**config.mk**
```make
export PLATFORM = sky130hd
export DESIGN_NAME = rr_lock_arbiter
export DESIGN_NICKNAME = d
export VERILOG_FILES = /design/src/rtl/arb_pkg.sv /design/src/rtl/arb_pick.sv /design/src/rtl/rr_lock_arbiter.sv
export SDC_FILE = /design/constraint.sdc
export NUM_CORES = 1
export LEC_CHECK = 0
export BUFFER_PORTS_ARGS = -buffer_cell sky130_fd_sc_hd__buf_2
export CAP_MARGIN = 25
export CORE_UTILIZATION = 48
export DETAILED_ROUTE_END_ITERATION = 7
export HOLD_SLACK_MARGIN = 0.05
export PLACE_DENSITY = 0.79
export RECOVER_POWER = 25
export SLEW_MARGIN = 10
export SYNTH_ARGS = -nofsm -noshare
export SYNTH_HDL_FRONTEND = slang
export SYNTH_SLANG_ARGS = --single-unit
export TNS_END_PERCENT = 50
```
**constraint.sdc**
```tcl
create_clock -name clk -period 2.3 [get_ports clk]
set_input_delay 0.345 -clock clk [delete_from_list [all_inputs] [get_ports clk]]
set_output_delay 0.345 -clock clk [all_outputs]
set_load 0.005 [all_outputs]
```
**src/rtl/arb_pkg.sv**
```systemverilog
// Shared types and helpers for the round-robin / fixed-priority lock arbiter.
//   arb_mode_e    : arbitration policy selected at each pick
//   arb_state_e   : controller state (IDLE, GRANT)
//   onehot_to_idx : index of the set bit in a one-hot vector (0 for all-zero)
package arb_pkg;

  typedef enum logic {ARB_FIXED = 1'b0, ARB_RR = 1'b1} arb_mode_e;
  typedef enum logic {IDLE = 1'b0, GRANT = 1'b1} arb_state_e;

  localparam int MAX_N = 16;

  // OR-reduction of set-bit indices; exact for one-hot or zero inputs.
  function automatic int onehot_to_idx(input logic [MAX_N-1:0] vec);
    int idx;
    idx = 0;
    for (int i = 0; i < MAX_N; i++) begin
      if (vec[i]) idx = idx | i;
    end
    return idx;
  endfunction

endpackage

```
**src/rtl/arb_pick.sv**
```systemverilog
// Combinational winner selection.
//   eligible : candidate requesters
//   base     : round-robin start index (ignored in fixed mode)
//   mask     : candidates with a cleared bit are skipped
//   mode     : ARB_FIXED = lowest index, ARB_RR = first at/after base, wrapping
//   winner   : chosen index (0 when none found)
//   found    : a winner exists
module arb_pick
  import arb_pkg::*;
#(
  parameter int N = 4,
  localparam int IDW = $clog2(N)
) (
  input  logic [N-1:0]   eligible,
  input  logic [IDW-1:0] base,
  input  logic [N-1:0]   mask,
  input  arb_mode_e      mode,
  output logic [IDW-1:0] winner,
  output logic           found
);

  logic [N-1:0]   cand;
  logic [IDW-1:0] pos;

  always_comb begin
    cand   = eligible & mask;
    winner = '0;
    found  = 1'b0;
    pos    = '0;
    for (int k = 0; k < N; k++) begin
      if (mode == ARB_RR) pos = IDW'((int'(base) + k) % N);
      else                pos = IDW'(k);
      if (!found && cand[pos]) begin
        found  = 1'b1;
        winner = pos;
      end
    end
  end

endmodule

```
**src/rtl/rr_lock_arbiter.sv**
```systemverilog
// N-requester arbiter with fixed-priority / round-robin modes, per-requester
// enables and grant locking bounded by a hold quota.
//   clk, reset  : rising-edge clock, synchronous active-high reset
//   req, en     : request and enable per requester; eligible = req & en
//   mode        : 0 fixed priority, 1 round-robin (sampled only at a pick)
//   grant       : registered one-hot grant
//   grant_id    : index of the granted requester, 0 when idle
//   grant_valid : high iff grant != 0
//
// state | meaning
// IDLE  | no grant outstanding
// GRANT | one requester holds the grant; hold_cnt counts its cycles
module rr_lock_arbiter
  import arb_pkg::*;
#(
  parameter int N        = 4,
  parameter int MAX_HOLD = 4,
  localparam int IDW     = $clog2(N)
) (
  input  logic           clk,
  input  logic           reset,
  input  logic [N-1:0]   req,
  input  logic [N-1:0]   en,
  input  logic           mode,
  output logic [N-1:0]   grant,
  output logic [IDW-1:0] grant_id,
  output logic           grant_valid
);

  localparam int HCW = (MAX_HOLD == 0) ? 1 : $clog2(MAX_HOLD + 1);

  arb_state_e     state, state_n;
  logic [N-1:0]   grant_n, eligible, pick_mask;
  logic [IDW-1:0] rr_ptr, rr_ptr_n, holder, winner, ptr_src;
  logic [HCW-1:0] hold_cnt, hold_cnt_n;
  logic           found, holder_elig, quota_hit, take, retain;

  // X on req/en must not produce an eligible requester.
  always_comb begin
    eligible = '0;
    for (int i = 0; i < N; i++) begin
      eligible[i] = (req[i] === 1'b1) && (en[i] === 1'b1);
    end
  end

  assign holder      = IDW'(onehot_to_idx(MAX_N'(grant)));
  assign holder_elig = eligible[holder];
  assign quota_hit   = (MAX_HOLD != 0) && (int'(hold_cnt) == MAX_HOLD);

  // On quota expiry the current holder is excluded so another requester wins.
  assign pick_mask = (state == GRANT && holder_elig && quota_hit) ? ~grant : '1;

  arb_pick #(.N(N)) u_pick (
    .eligible (eligible),
    .base     (rr_ptr),
    .mask     (pick_mask),
    .mode     (arb_mode_e'(mode)),
    .winner   (winner),
    .found    (found)
  );

  always_comb begin
    state_n    = state;
    grant_n    = grant;
    hold_cnt_n = hold_cnt;
    rr_ptr_n   = rr_ptr;
    take       = 1'b0;
    retain     = 1'b0;
    ptr_src    = winner;

    case (state)
      IDLE: begin
        if (found) take = 1'b1;
      end
      GRANT: begin
        if (!holder_elig) begin
          if (found) begin
            take = 1'b1;
          end else begin
            state_n    = IDLE;
            grant_n    = '0;
            hold_cnt_n = '0;
          end
        end else if (!quota_hit) begin
          if (hold_cnt != '1) hold_cnt_n = hold_cnt + 1'b1;
        end else if (found) begin
          take = 1'b1;
        end else begin
          retain = 1'b1;
        end
      end
      default: begin
        state_n    = IDLE;
        grant_n    = '0;
        hold_cnt_n = '0;
      end
    endcase

    if (take) begin
      state_n    = GRANT;
      grant_n    = N'(1) << winner;
      hold_cnt_n = HCW'(1);
    end
    if (retain) begin
      hold_cnt_n = HCW'(1);
      ptr_src    = holder;
    end
    // A fresh grant (or a retain after quota) moves the pointer past the winner.
    if (take || retain) begin
      rr_ptr_n = (int'(ptr_src) == N - 1) ? '0 : ptr_src + 1'b1;
    end
  end

  always_ff @(posedge clk) begin
    if (reset) begin
      state    <= IDLE;
      grant    <= '0;
      hold_cnt <= '0;
      rr_ptr   <= '0;
    end else begin
      state    <= state_n;
      grant    <= grant_n;
      hold_cnt <= hold_cnt_n;
      rr_ptr   <= rr_ptr_n;
    end
  end

  assign grant_id    = holder;
  assign grant_valid = |grant;

  property p_known_inputs;
    @(posedge clk) !reset |-> !$isunknown({req, en});
  endproperty
  a_known_inputs: assert property (p_known_inputs);

endmodule

```
==> impl_metrics.yaml <==
route:
  totalWireLength_um: 2360
  wl_met3_um: 116
  dr.max_layer_used: "met4"
  first_pass_iters: 4
  via_per_inst: 6.05
  avgRoutedWirePerCell_um: 14.2
  num_vias: 1004
  drtIter0Drc: 46
  ant_nets: 0
  wl_met2_um: 1170
  drc: 0
  drt-met1-wl_um: 1020
power:
  irDropWorstVdd_v: 0.000431
  power.density_nw_per_um2: 490
  p_leak_nw: 0.452
logic_synthesis:
  ys_warn_count: 0
  syn_nets: 134
  synth_area_per_cell_um2: 7.58
  syn_area_um2: 910
  netlist_instances: 120
  synth-seq-cells: 10
  yosys.area.top_type: "dfxtp_1"
  ys_types: 49
  ys_seq_area_frac: 0.220
  synthTopCellsByArea: "dfxtp_1 (22%), nand2_1 (8.3%), a21oi_1 (5.0%)"
  synth_top_area_frac: 0.220
grt:
  grt_max_degree: 12
  grt_pass1_wl_um: 3550
  antenna_found_initial: 0
  grt_pass1_vias: 849
  gr-total-overflow: 0
  gr-usage-all-layers: 0.233
cts:
  cts_sinks: 10
  clk_pin_slew_ns: 0.06
  clockRootBuffer: "clkbuf_4"
  cts_hold_buf: 0
  cts_tree: "done"
  htreeDepth: 1
  cts_max_path_buffers: 2
  insertion_delay_ns: 0.26
  cts_inserted_buffers: 3
placed_design:
  dp_slack_ns: -0.0335
  gp_congestion: 0.844
  portBuffers: 17
  placed_area_um2: 1020
  dp_hpwl_um: 1720
  place_inst: 160
die:
  core_um2: 1750
  dieArea_um2: 2070
  die_y_um: 45.5
  die_w_um: 45.5
  start_util: 0.521
  rows: 15
  ios: 18
timing:
  fin_crit_ns: 2.24
  rsz0062_at_grt: "yes"
  hold_viol: 0
  tightestPinTransition_ns: 0.399
  whs_ns: 0.378
  fin_skew_ns: 0.00383
  post-route-period-util: 0.974
  layout_setup_ws_ns: 0.0600
  fin_tns_setup_ns: 0
  timing.fmax_mhz: 446
  setup_viol: 0
  max_slew_margin: 0.734
  drv_slew: 0
finish:
  finalNonFillerCells: 166
  antenna_cells: 0
  final_cell_mix: "nand2_1 (20), buf_2 (17), a21oi_1 (9), buf_4 (8), nor2_1 (7)"
  syn_to_final_growth_pct: 20.1
  post_route_cells_drive_above_1_share: 0.333
  final_nets: 157
  stdcell_area_um2: 1090
  final_common_cell: "nand2_1"
worst_setup_path:
  critical_path_class: "flip-flop to flip-flop"
  r2r_start: "hold_cnt[0]"
  cp_data_arrival_time_ns: 2.40
  r2r_slack_ns: 0.06
  cp-start-kind: "flip-flop"
  path_max_fanout: 6
  endpoint: "rr_ptr[1]"
  reg2reg_depth: 9
  rr_endpoint: "rr_ptr[1]"
  startpoint: "hold_cnt[0]"
  cp.required_ns: 2.46
  critPathCaptureType: "flip-flop"
job:
  maxCapViolCount: 0
run_status:
  status: "completed"
hold_path:
  min_path_type: "input pin to flip-flop"
routing by layer:
layer,track usage,vias to the layer above
met5,0,-
met4,0.0485,0
met3,0.0556,8
met2,0.423,36
met1,0.273,466
li1,-,494
critical path, stage by stage, from the launching register on:
cell and delay [ns]:
dfxtp_2 0.34, inv_2 0.05, ha_4 0.15, and3_4 0.17
a21o_1 0.23, a21o_1 0.19, a222oi_1 0.35, nand2_1 0.16
a211o_1 0.33, and4b_1 0.17
what timing repair did:
| item | in CTS | in global routing |
|---|---|---|
| pin swaps | 2 | 6 |
| setup buffers | 1 | 2 |
| endpoints found under the setup margin | 2 | 4 |
| hold endpoints to repair | 0 | 0 |
| resized for setup | 1 | 9 |
logic make-up (layout without fill, tap and decap cells):
kind of cell,Yosys count,count (layout),synth area share
AO/OA/AOI/OAI,43,43,0.366
XOR/XNOR,1,1,0.00963
adder cells (fa/ha/maj),3,3,0.0413
buffers and inverters,12,33,0.0729
flip-flops,10,10,0.220
AND/OR/NAND/NOR,51,51,0.290
Yosys cell counts (all sizes together):
cell type  count
a211o          1
a211oi         2
a21o           4
a21oi         10
a221oi         1
a222oi         1
a31o           2
a31oi          4
a32o           1
and2           3
and3           1
and4b          1
buf            6
clkbuf         1
dfxtp         10
ha             3
inv            5
nand2         20
nand2b         1
nand3          5
nand3b         3
nand4          3
nand4bb        1
nor2           8
nor3           1
o211ai         2
o21a           1
o21ai          5
o21bai         3
o22a           1
o22ai          1
o2bb2ai        2
o31ai          1
o32ai          1
or2            2
or3            2
xor2           1
worst min path at each step:
stage / startpoint / endpoint / cells after the start
floorplan: hold_cnt[1] / hold_cnt[1] / 2
global placement: grant[0] / grant[0] / 2
detailed placement: hold_cnt[1] / hold_cnt[1] / 2
CTS: reset / grant[2] / 2
global route: reset / grant[1] / 2
finish: reset / grant[2] / 2
sequential cells by signal, indices dropped and copies added (netlist names):
name / flops
grant: 4
state: 1
hold_cnt: 3
rr_ptr: 2
power by group:
| group | switching (mW) | total [mW] | leakage [nW] | internal, mW |
|---|---|---|---|---|
| Sequential | 0.0228 | 0.212 | 0.0838 | 0.189 |
| Clock | 0.0586 | 0.119 | 0.0138 | 0.0604 |
| Combinational | 0.112 | 0.205 | 0.355 | 0.0928 |
final cells by class:
cell class | count | area [µm²]
Tap cell | 25 | 31.3
Fill cell | 156 | 653
Inverter | 5 | 18.8
Clock buffer | 3 | 22.5
Timing Repair Buffer | 25 | 145
Multi-Input combinational cell | 98 | 669
Sequential cell | 10 | 205
metrics by stage:
step            util  power (mW)
2_1_floorplan      -       0.346
3_3_place_gp   0.582       0.395
3_5_place_dp   0.582       0.400
4_1_cts        0.600       0.520
5_1_grt        0.626       0.567
6_report       0.626       0.536
No activity file was read; power rests on OpenSTA's default activity.
